`config.mk`:
```
export PLATFORM = sky130hd
export DESIGN_NAME = ps2_host_tx
export DESIGN_NICKNAME = d
export VERILOG_FILES = /design/src/rtl/ps2_pkg.sv /design/src/rtl/ps2_line_sync.sv /design/src/rtl/ps2_host_tx.sv
export SDC_FILE = /design/constraint.sdc
export NUM_CORES = 1
export LEC_CHECK = 0
export CAP_MARGIN = 25
export CORE_UTILIZATION = 49
export DETAILED_ROUTE_END_ITERATION = 12
export MAX_ROUTING_LAYER = met4
export PLACE_DENSITY = 0.73
export SETUP_SLACK_MARGIN = 0.15
export SYNTH_ARGS = -nofsm -noshare
export SYNTH_HDL_FRONTEND = slang
export SYNTH_SLANG_ARGS = --single-unit
```
`constraint.sdc`:
```
create_clock -name clk -period 4.85 [get_ports clk]
set_input_delay 0.7275 -clock clk [delete_from_list [all_inputs] [get_ports clk]]
set_output_delay 0.7275 -clock clk [all_outputs]
set_load 0.02 [all_outputs]
```
`src/rtl/ps2_pkg.sv`:
```
// Shared PS/2 definitions for the host transmitter and the receive path.
package ps2_pkg;

    typedef enum logic [2:0] {
        IDLE      = 3'd0,
        INHIBIT   = 3'd1,
        START     = 3'd2,
        SHIFT     = 3'd3,
        ACK       = 3'd4,
        WAIT_IDLE = 3'd5
    } ps2_tx_state_t;

    localparam logic [7:0] PS2_CMD_RESET     = 8'hFF;
    localparam logic [7:0] PS2_CMD_EN_REPORT = 8'hF4;
    localparam logic [7:0] PS2_RESP_ACK      = 8'hFA;

    // Data bits plus parity plus stop; the start bit is driven separately.
    localparam int unsigned PS2_FRAME_W = 10;

    // Outbound frame, LSB first: {stop, odd parity, data}.
    function automatic logic [PS2_FRAME_W-1:0] ps2_tx_frame(input logic [7:0] data);
        return {1'b1, ~^data, data};
    endfunction

endpackage

```
`src/rtl/ps2_line_sync.sv`:
```
// Two-flop synchronizer for one PS/2 pad, optional 4-sample stability
// filter and a registered falling-edge strobe.
module ps2_line_sync #(
    parameter bit FILTER_EN = 1'b0
) (
    input  logic clk,
    input  logic rst,
    input  logic line_in,
    output logic line_sync,
    output logic line_fall
);

    logic [1:0] sync_q;

    // Metastability guard; idles high like the bus.
    always_ff @(posedge clk) begin
        if (rst) sync_q <= 2'b11;
        else     sync_q <= {sync_q[0], line_in};
    end

    generate
        if (FILTER_EN) begin : g_filter
            logic [3:0] hist_q;
            logic       filt_q;
            logic       fall_q;

            // Level follows only after four equal samples; strobe on the 1->0 change.
            always_ff @(posedge clk) begin
                if (rst) begin
                    hist_q <= 4'hF;
                    filt_q <= 1'b1;
                    fall_q <= 1'b0;
                end else begin
                    hist_q <= {hist_q[2:0], sync_q[1]};
                    fall_q <= 1'b0;
                    if (hist_q == 4'h0 && filt_q) begin
                        filt_q <= 1'b0;
                        fall_q <= 1'b1;
                    end else if (hist_q == 4'hF && !filt_q) begin
                        filt_q <= 1'b1;
                    end
                end
            end

            assign line_sync = filt_q;
            assign line_fall = fall_q;
        end else begin : g_plain
            logic prev_q;
            logic fall_q;

            // Registered falling-edge detect on the synchronized level.
            always_ff @(posedge clk) begin
                if (rst) begin
                    prev_q <= 1'b1;
                    fall_q <= 1'b0;
                end else begin
                    prev_q <= sync_q[1];
                    fall_q <= prev_q & ~sync_q[1];
                end
            end

            assign line_sync = sync_q[1];
            assign line_fall = fall_q;
        end
    endgenerate

endmodule

```
`src/rtl/ps2_host_tx.sv`:
```
// Host-to-device PS/2 command transmitter driving open-drain pads via *_oe.
// Optional build macro: PS2_TX_FILTER_EN adds a glitch filter on PS2Clk.
module ps2_host_tx
    import ps2_pkg::*;
#(
    parameter int unsigned CLK_FREQ_HZ = 65_000_000,
    parameter int unsigned INHIBIT_US  = 100,
    parameter int unsigned TIMEOUT_US  = 15000
) (
    input  logic       clk,
    input  logic       rst,
    input  logic [7:0] tx_data,
    input  logic       tx_valid,
    output logic       tx_ready,
    output logic       tx_busy,
    output logic       tx_done,
    output logic       tx_err,
    input  logic       ps2_clk_in,
    input  logic       ps2_data_in,
    output logic       ps2_clk_oe,
    output logic       ps2_data_oe
);

    localparam int unsigned US_CYC      = CLK_FREQ_HZ / 1_000_000;
    localparam int unsigned INHIBIT_CYC = INHIBIT_US * US_CYC;
    localparam int unsigned TIMEOUT_CYC = TIMEOUT_US * US_CYC;
    localparam int unsigned CNT_W       = $clog2(TIMEOUT_CYC + 1);
    localparam int unsigned BIT_W       = 4;

`ifdef PS2_TX_FILTER_EN
    localparam bit CLK_FILTER_EN = 1'b1;
`else
    localparam bit CLK_FILTER_EN = 1'b0;
`endif

    logic clk_sync, clk_fall;
    logic data_sync, data_fall_unused;

    ps2_line_sync #(.FILTER_EN(CLK_FILTER_EN)) u_clk_sync (
        .clk       (clk),
        .rst       (rst),
        .line_in   (ps2_clk_in),
        .line_sync (clk_sync),
        .line_fall (clk_fall)
    );

    ps2_line_sync #(.FILTER_EN(1'b0)) u_data_sync (
        .clk       (clk),
        .rst       (rst),
        .line_in   (ps2_data_in),
        .line_sync (data_sync),
        .line_fall (data_fall_unused)
    );

    ps2_tx_state_t          state_q, state_d;
    logic [CNT_W-1:0]       cnt_q, cnt_d;
    logic [BIT_W-1:0]       bit_q, bit_d;
    logic [PS2_FRAME_W-1:0] frame_q, frame_d;
    logic                   clk_oe_d, data_oe_d, done_d, err_d;
    logic                   in_frame;

    // State, counters and all outputs registered together.
    always_ff @(posedge clk) begin
        if (rst) begin
            state_q     <= IDLE;
            cnt_q       <= '0;
            bit_q       <= '0;
            frame_q     <= '0;
            ps2_clk_oe  <= 1'b0;
            ps2_data_oe <= 1'b0;
            tx_done     <= 1'b0;
            tx_err      <= 1'b0;
            tx_ready    <= 1'b1;
            tx_busy     <= 1'b0;
        end else begin
            state_q     <= state_d;
            cnt_q       <= cnt_d;
            bit_q       <= bit_d;
            frame_q     <= frame_d;
            ps2_clk_oe  <= clk_oe_d;
            ps2_data_oe <= data_oe_d;
            tx_done     <= done_d;
            tx_err      <= err_d;
            tx_ready    <= (state_d == IDLE);
            tx_busy     <= (state_d != IDLE);
        end
    end

    // Next-state, counters and pad drive; timeout overrides everything after release.
    always_comb begin
        state_d   = state_q;
        cnt_d     = cnt_q;
        bit_d     = bit_q;
        frame_d   = frame_q;
        clk_oe_d  = ps2_clk_oe;
        data_oe_d = ps2_data_oe;
        done_d    = 1'b0;
        err_d     = 1'b0;
        in_frame  = (state_q == SHIFT) || (state_q == ACK) || (state_q == WAIT_IDLE);

        case (state_q)
            IDLE: begin
                clk_oe_d  = 1'b0;
                data_oe_d = 1'b0;
                cnt_d     = '0;
                bit_d     = '0;
                if (tx_valid && tx_ready) begin
                    frame_d  = ps2_tx_frame(tx_data);
                    clk_oe_d = 1'b1;
                    state_d  = INHIBIT;
                end
            end
            INHIBIT: begin
                if (cnt_q == CNT_W'(INHIBIT_CYC - 1)) begin
                    cnt_d     = '0;
                    data_oe_d = 1'b1;
                    state_d   = START;
                end else begin
                    cnt_d = cnt_q + CNT_W'(1);
                end
            end
            START: begin
                if (cnt_q == CNT_W'(US_CYC - 1)) begin
                    cnt_d    = '0;
                    clk_oe_d = 1'b0;
                    state_d  = SHIFT;
                end else begin
                    cnt_d = cnt_q + CNT_W'(1);
                end
            end
            SHIFT: begin
                cnt_d = cnt_q + CNT_W'(1);
                if (clk_fall) begin
                    data_oe_d = ~frame_q[bit_q];
                    bit_d     = bit_q + BIT_W'(1);
                    if (bit_q == BIT_W'(PS2_FRAME_W - 1)) state_d = ACK;
                end
            end
            ACK: begin
                cnt_d = cnt_q + CNT_W'(1);
                if (clk_fall) begin
                    if (!data_sync) begin
                        state_d = WAIT_IDLE;
                    end else begin
                        err_d   = 1'b1;
                        state_d = IDLE;
                    end
                end
            end
            WAIT_IDLE: begin
                cnt_d = cnt_q + CNT_W'(1);
                if (clk_sync && data_sync) begin
                    done_d  = 1'b1;
                    state_d = IDLE;
                end
            end
            default: begin
                state_d   = IDLE;
                clk_oe_d  = 1'b0;
                data_oe_d = 1'b0;
            end
        endcase

        if (in_frame && cnt_q == CNT_W'(TIMEOUT_CYC - 1)) begin
            state_d   = IDLE;
            clk_oe_d  = 1'b0;
            data_oe_d = 1'b0;
            done_d    = 1'b0;
            err_d     = 1'b1;
        end
    end

endmodule

```
==> impl_results.md, run 1 <==
- Result of the run: finished, final reports clean
- Yosys warnings: 0
- Largest cells by area after synthesis: sky130_fd_sc_hd__dfxtp_1, sky130_fd_sc_hd__nand2_1, sky130_fd_sc_hd__xnor2_1
- Largest net degree at the start of global routing: 29
- Critical R2R Capture: tx_ready$_SDFF_PP1_
- Placer congestion estimate: 0.864
- Setup fix buffers added after clock tree synthesis: 0
- Seq/Total Area, Yosys: 37.7%
- Predominant post-synthesis flop cell: sky130_fd_sc_hd__dfxtp_1
- Endpoint required time on the critical path: 5020 ps
- Initial DRC count: 165
- Number of global-route vias before repair: 1,948
- Avg WL per Cell: 14.4 um
- Number of nets in the layout: 323
- Post-synthesis simple-gate area fraction: 27.2%
- Clock root buffer: sky130_fd_sc_hd__clkbuf_8
- IR Drop Worst-Case VDD: 151 uV
- Nature of the critical path startpoint: flip-flop
- First-pass GRT wire length: 9.07 mm
- Number of antenna violations at the first check in global routing: 0
- Area fraction in compound gates after synthesis: 15.7%
- Global route overflow: 0
- Synth-to-layout area growth: 11.4%
- Mapped Avg Cell Area: 8.77 um^2
- Number of remaining DRC errors: 0
- Power density normalized to cell area: 298 mW/mm^2
- CTS H-tree depth: 2
- Row Count: 26
- Number of max-capacitance violations reported: 0
- Hold/Removal Path Class: reg -> reg
- Most frequent standard cell in the layout excluding fill and tap cells: sky130_fd_sc_hd__dfxtp_1
- Number of hold buffers added after cts: 0
- Hold Path Stages: 1
- Antenna cells: 0
- All-layer global routing usage: 21.9%
- Initial standard-cell utilization of the core: 51.0%
- Number of instances resized during post-cts repair: 0
- Number of buffers between clock root and the deepest sink: 2
- Synth Net Count: 314
- TritonCTS clock tree: built
- Antenna-violating nets left: 0
- Setup-violating endpoint count in the final report: 0
- Ratio of cells with drive above 1 in the final layout: 10.4%
- Slowest cell delay on critical path: 770 ps
- Synth Cell Area: 0.00260 mm^2
- Tcrit/Tclk final: 49.4%
- Worst-case hold path end point: u_data_sync.sync_q[1]$_SDFF_PP1_
- Worst-case hold slack: 411 ps
- Share of Yosys cell area claimed by the top area cell type: 37.7%
- Worst endpoint data arrival time: 2570 ps
- Dpl cells: 369
- Number of top-level pins: 19
- Cell leakage power: 0.996 nW
- Post-Synth XOR/XNOR Area: 8.07%
- Post-layout worst setup margin: 2450 ps
- Largest fanout on the critical path: 19
- Number of register bits inferred by synthesis: 49
- Fraction of synthesis flops using an asynchronous set or reset pin: 0%
- Worst-path cell chain: nor2b_1, o21ai_0, a221oi_1, a31o_1, a311oi_1
- Worst-case headroom to the max-slew limit: 53.0%
- Combinational family with the most area after synthesis: simple AND/OR/NAND/NOR gates
- CTS sink count: 49
- Routed wire length: 5.44 mm
- Worst setup slack after placement: 2500 ps
- Number of synthesized flops with an enable pin: 0
- Unrepaired setup endpoints after global routing: no
- Dominant cell type by area after synthesis: sky130_fd_sc_hd__dfxtp_1
- Clock latency on the worst-skew pair: 300 ps
- Routed vias/inst: 5.64
- Die outline area: 0.00561 mm^2
- Min Tclk post-route: 2400 ps
- Proportion of synthesized area in mux cells: 3.32%
- Maximum clock skew at final layout: 4.22 ps
- Die Span X: 74.9 um
- Final setup TNS: 0 ps
- Register-to-register setup slack: 2450 ps
- Overall via count from detail_route: 2,128
- Count of fill cells added during filler insertion: 483
- Post-layout instance count excluding filler cells: 377
- Final Hold Vio Count: 0
- Number of detailed-route iterations in the first pass: 4
- Critical-path cell with the highest stage delay: sky130_fd_sc_hd__dfxtp_1
- Clock transition at path regs: 90 ps
- Vertical extent of the die: 74.9 um
- Post-synthesis instance total: 297
- Critical Setup Path Class: reg -> reg
- Post-synthesis share of cell area spent on full adders, half adders and majority gates: 1.92%
- Half-perimeter wire length of the detailed placement result: 3.80 mm
- Fmax achieved: 0.417 GHz
- Worst Setup End Kind: flip-flop
- Critical hold path startpoint: u_data_sync.sync_q[0]$_SDFF_PP1_
- Area of the placeable core: 0.00511 mm^2
- Final number of max-transition violations: 0
- Number of buffers created by CTS: 5
- Worst-Margin Slew: 704 ps
- Beginning of the worst register-to-register path: state_q[2]$_SDFF_PP0_
- Most used cells in the layout excluding fill and tap cells: sky130_fd_sc_hd__dfxtp_1, sky130_fd_sc_hd__nand2_1, sky130_fd_sc_hd__nor2_1
- FF-to-FF path depth: 5
- Port buffer count: 18
- Number of distinct library cells after synthesis: 61
## metrics by stage
| stage | cell area [um^2] | total power [W] | util (%) |
|---|---|---|---|
| floorplan | 2600 | 0.000501 | - |
| global placement | 2770 | 0.000531 | 54.2 |
| detailed placement | 2770 | 0.000533 | 54.2 |
| CTS | 2900 | 0.000870 | 56.8 |
| global route | 2900 | 0.000898 | 56.8 |
| finish | 2900 | 0.000865 | 56.8 |
## worst max path at each step
stage | slack (ps) | start | cells after the start | to
after global routing | 2300 | state_q[2]$_SDFF_PP0_ | 5 | tx_ready$_SDFF_PP1_
after floorplan | 2890 | cnt_q[0]$_SDFFE_PP0P_ | 6 | tx_busy$_SDFF_PP0_
final | 2450 | state_q[2]$_SDFF_PP0_ | 5 | tx_ready$_SDFF_PP1_
after CTS | 2480 | state_q[2]$_SDFF_PP0_ | 5 | tx_ready$_SDFF_PP1_
after global placement | 2510 | tx_valid | 4 | tx_busy$_SDFF_PP0_
after detailed placement | 2500 | tx_valid | 4 | tx_busy$_SDFF_PP0_
## critical path, delay by kind of cell, from the launching register on
kind / cells / cell delay, ps
compound gates: 4 / 840
simple gates: 1 / 660
flops: 1 / 770
## logic make-up (layout without fill, tap and decap cells)
| family | Yosys count | in the layout |
|---|---|---|
| multiplexers | 6 | 6 |
| XOR/XNOR | 24 | 24 |
| buffers and inverters | 29 | 39 |
| adder cells (fa/ha/maj) | 4 | 4 |
| AO/OA/AOI/OAI | 54 | 54 |
| flip-flops | 49 | 49 |
| AND/OR/NAND/NOR | 131 | 131 |
## cell usage after synthesis, drive strengths merged (5+ instances only)
cell type   n
dfxtp      49
nand2      39
nor2       28
a21oi      23
xnor2      14
inv        12
nand4      11
xor2       10
clkbuf      9
buf         8
nand3       7
nor3        7
nor4        7
or2         6
and3        5
## per-layer routing
layer | part of all wire, % | global-route usage [%]
met4 | 0.77 | 7.13
met1 | 50 | 29.7
met5 | 0 | -
met3 | 4.6 | 4.42
met2 | 45 | 32.6
## where the power goes
group	total, W	leakage [nW]	switching (W)	internal, W
Clock	0.000341	0.0681	0.000137	0.000205
Sequential	0.000430	0.399	0.0000132	0.000417
Combinational	0.0000937	0.529	0.0000488	0.0000449
Total	0.000865	0.996	0.000199	0.000667
## cell type report
cell class | instances | area (um^2) | share of cell area, %
tap | 70 | 87.6 | 3.02
timing repair buffer | 19 | 188 | 6.47
multi-input combinational | 219 | 1470 | 50.5
inverter | 12 | 45.0 | 1.55
sequential | 49 | 981 | 33.8
clock buffer | 5 | 68.8 | 2.37
clock inverter | 3 | 65.1 | 2.24
## flip-flops by register name (all words and copies together), names as in the netlist, 2 cells and up
signal	cells
u_clk_sync.sync_q	2
frame_q	10
u_data_sync.sync_q	2
cnt_q	20
bit_q	4
state_q	3
(Power assumes the default switching activity.)
==> run 2, diff against run 1 <==
==> constraint.sdc (replaced) <==
create_clock -name clk -period 2.4 [get_ports clk]
set_input_delay 0.36 -clock clk [delete_from_list [all_inputs] [get_ports clk]]
set_output_delay 0.36 -clock clk [all_outputs]
set_load 0.02 [all_outputs]
==> run 2 against run 1 <==
Core utilization grew 1.5 points. Clock skew fell by 1.3 ps. Clock power up 100%. Sequential share of layout area down 0.85 points. First-iteration DRC count decreased by 44%. Largest power group unchanged.
==> impl_results.md, run 2 (synthesis gave the netlist of run 1 again) <==
- Largest reg by FF count: cnt_q
- Global route overflow: 0
- Synth-to-layout area growth: 14.3%
- Worst-case hold slack: 414 ps
- Hold/Removal Path Class: reg -> reg
- Count of fill cells added during filler insertion: 483
- Endpoint required time on the critical path: 2600 ps
- Tcrit/Tclk final: 87.8%
- Number of global-route vias before repair: 1,813
- Worst endpoint data arrival time: 2300 ps
- Unrepaired setup endpoints after global routing: no
- Most used cells in the layout excluding fill and tap cells: sky130_fd_sc_hd__dfxtp_1, sky130_fd_sc_hd__nand2_1, sky130_fd_sc_hd__nor2_1
- Area of the placeable core: 0.00511 mm^2
- Final number of max-transition violations: 0
- Cell leakage power: 1.05 nW
- Antenna-violating nets left: 0
- Overall via count from detail_route: 2,172
- First-pass GRT wire length: 8.73 mm
- Setup-violating endpoint count in the final report: 0
- CTS sink count: 49
- Fmax achieved: 0.474 GHz
- Beginning of the worst register-to-register path: cnt_q[2]$_SDFFE_PP0P_
- Number of nets in the layout: 333
- Die outline area: 0.00561 mm^2
- Placer congestion estimate: 0.866
- Biggest regs: cnt_q (20), frame_q (10), bit_q (4)
- Final Hold Vio Count: 0
- Min Tclk post-route: 2110 ps
- Clock latency on the worst-skew pair: 300 ps
- Most frequent standard cell in the layout excluding fill and tap cells: sky130_fd_sc_hd__dfxtp_1
- Die Span X: 74.9 um
- Largest fanout on the critical path: 7
- Flip-flop count of the largest register, all copies and words added: 20
- Routed vias/inst: 5.61
- Number of hold buffers added after cts: 0
- TritonCTS clock tree: built
- Number of instances resized during post-cts repair: 0
- Slowest cell delay on critical path: 510 ps
- Maximum clock skew at final layout: 2.94 ps
- Hold Path Stages: 1
- CTS H-tree depth: 2
- Number of detailed-route iterations in the first pass: 4
- Row Count: 26
- IR Drop Worst-Case VDD: 355 uV
- Number of max-capacitance violations reported: 0
- Port buffer count: 18
- Setup fix buffers added after clock tree synthesis: 0
- Number of buffers between clock root and the deepest sink: 2
- Number of buffers created by CTS: 5
- Largest net degree at the start of global routing: 25
- Clock root buffer: sky130_fd_sc_hd__clkbuf_8
- Worst Setup End Kind: flip-flop
- Critical R2R Capture: tx_busy$_SDFF_PP0_
- Number of remaining DRC errors: 0
- Avg WL per Cell: 13.6 um
- Clock transition at path regs: 90 ps
- Number of antenna violations at the first check in global routing: 0
- Vertical extent of the die: 74.9 um
- Worst setup slack after placement: 327 ps
- Final setup TNS: 0 ps
- Half-perimeter wire length of the detailed placement result: 3.81 mm
- Initial standard-cell utilization of the core: 51.0%
- FF-to-FF path depth: 5
- Worst-Margin Slew: 511 ps
- Nature of the critical path startpoint: flip-flop
- Number of top-level pins: 19
- Routed wire length: 5.26 mm
- Power density normalized to cell area: 590 mW/mm^2
- Critical-path cell with the highest stage delay: sky130_fd_sc_hd__or4b_4
- Ratio of cells with drive above 1 in the final layout: 13.2%
- Post-layout worst setup margin: 292 ps
- Worst-case hold path end point: u_data_sync.sync_q[1]$_SDFF_PP1_
- Result of the run: finished, final reports clean
- Worst-path cell chain: or4b_4, nor4_4, a21oi_2, a31o_1, a311o_1
- Register-to-register setup slack: 290 ps
- Antenna cells: 0
- All-layer global routing usage: 21.3%
- Critical Setup Path Class: reg -> reg
- Critical hold path startpoint: u_data_sync.sync_q[0]$_SDFF_PP1_
- Initial DRC count: 93
- Worst-case headroom to the max-slew limit: 65.9%
## run 2: per-layer routing
layer	vias up	share of wire [%]	wire (um)	track usage, %
met1	1024	50	2640	31.7
met2	47	43	2270	29.2
met3	6	5.4	283	3.61
li1	1095	-	-	-
met4	0	1.1	58	6.08
met5	-	0	0	-
## run 2: cell type report
type	count	area [um^2]	share of cell area [%]
tap	70	87.6	2.94
sequential	49	981	33.0
timing repair buffer	29	263	8.83
multi-input combinational	219	1470	49.2
clock inverter	3	65.1	2.19
inverter	12	45.0	1.51
clock buffer	5	68.8	2.31
## run 2: where the power goes
| part | total (W) | switching (W) | internal [W] |
|---|---|---|---|
| combinational | 0.000203 | 0.000106 | 0.0000972 |
| clock | 0.000691 | 0.000277 | 0.000414 |
| sequential | 0.000862 | 0.0000191 | 0.000843 |
| total | 0.00176 | 0.000402 | 0.00135 |
## run 2: how the worst max path moves through the flow
stage                           from                  to  slack, ps  depth (start not counted)
3_3_place_gp   cnt_q[2]$_SDFFE_PP0P_  tx_busy$_SDFF_PP0_        360                          5
3_5_place_dp   cnt_q[2]$_SDFFE_PP0P_  tx_busy$_SDFF_PP0_        330                          5
2_1_floorplan  cnt_q[0]$_SDFFE_PP0P_  tx_busy$_SDFF_PP0_        440                          6
6_report       cnt_q[2]$_SDFFE_PP0P_  tx_busy$_SDFF_PP0_        290                          5
4_1_cts        cnt_q[2]$_SDFFE_PP0P_  tx_busy$_SDFF_PP0_        290                          5
5_1_grt        cnt_q[0]$_SDFFE_PP0P_  tx_busy$_SDFF_PP0_        170                          6
## run 2: worst max-delay path, delay by kind of cell, from the launching register on
family	cells	cell delay, ps
simple gates	2	860
flops	1	460
compound gates	3	690
## run 2: stage by stage
stage / area (um^2) / instances / power, W / util [%]
5_1_grt: 2980 / 387 / 0.00183 / 58.3
2_1_floorplan: 2600 / 297 / 0.00101 / -
3_5_place_dp: 2840 / 379 / 0.00108 / 55.6
6_report: 2980 / 387 / 0.00176 / 58.3
4_1_cts: 2980 / 387 / 0.00177 / 58.3
3_3_place_gp: 2840 / 379 / 0.00108 / 55.6
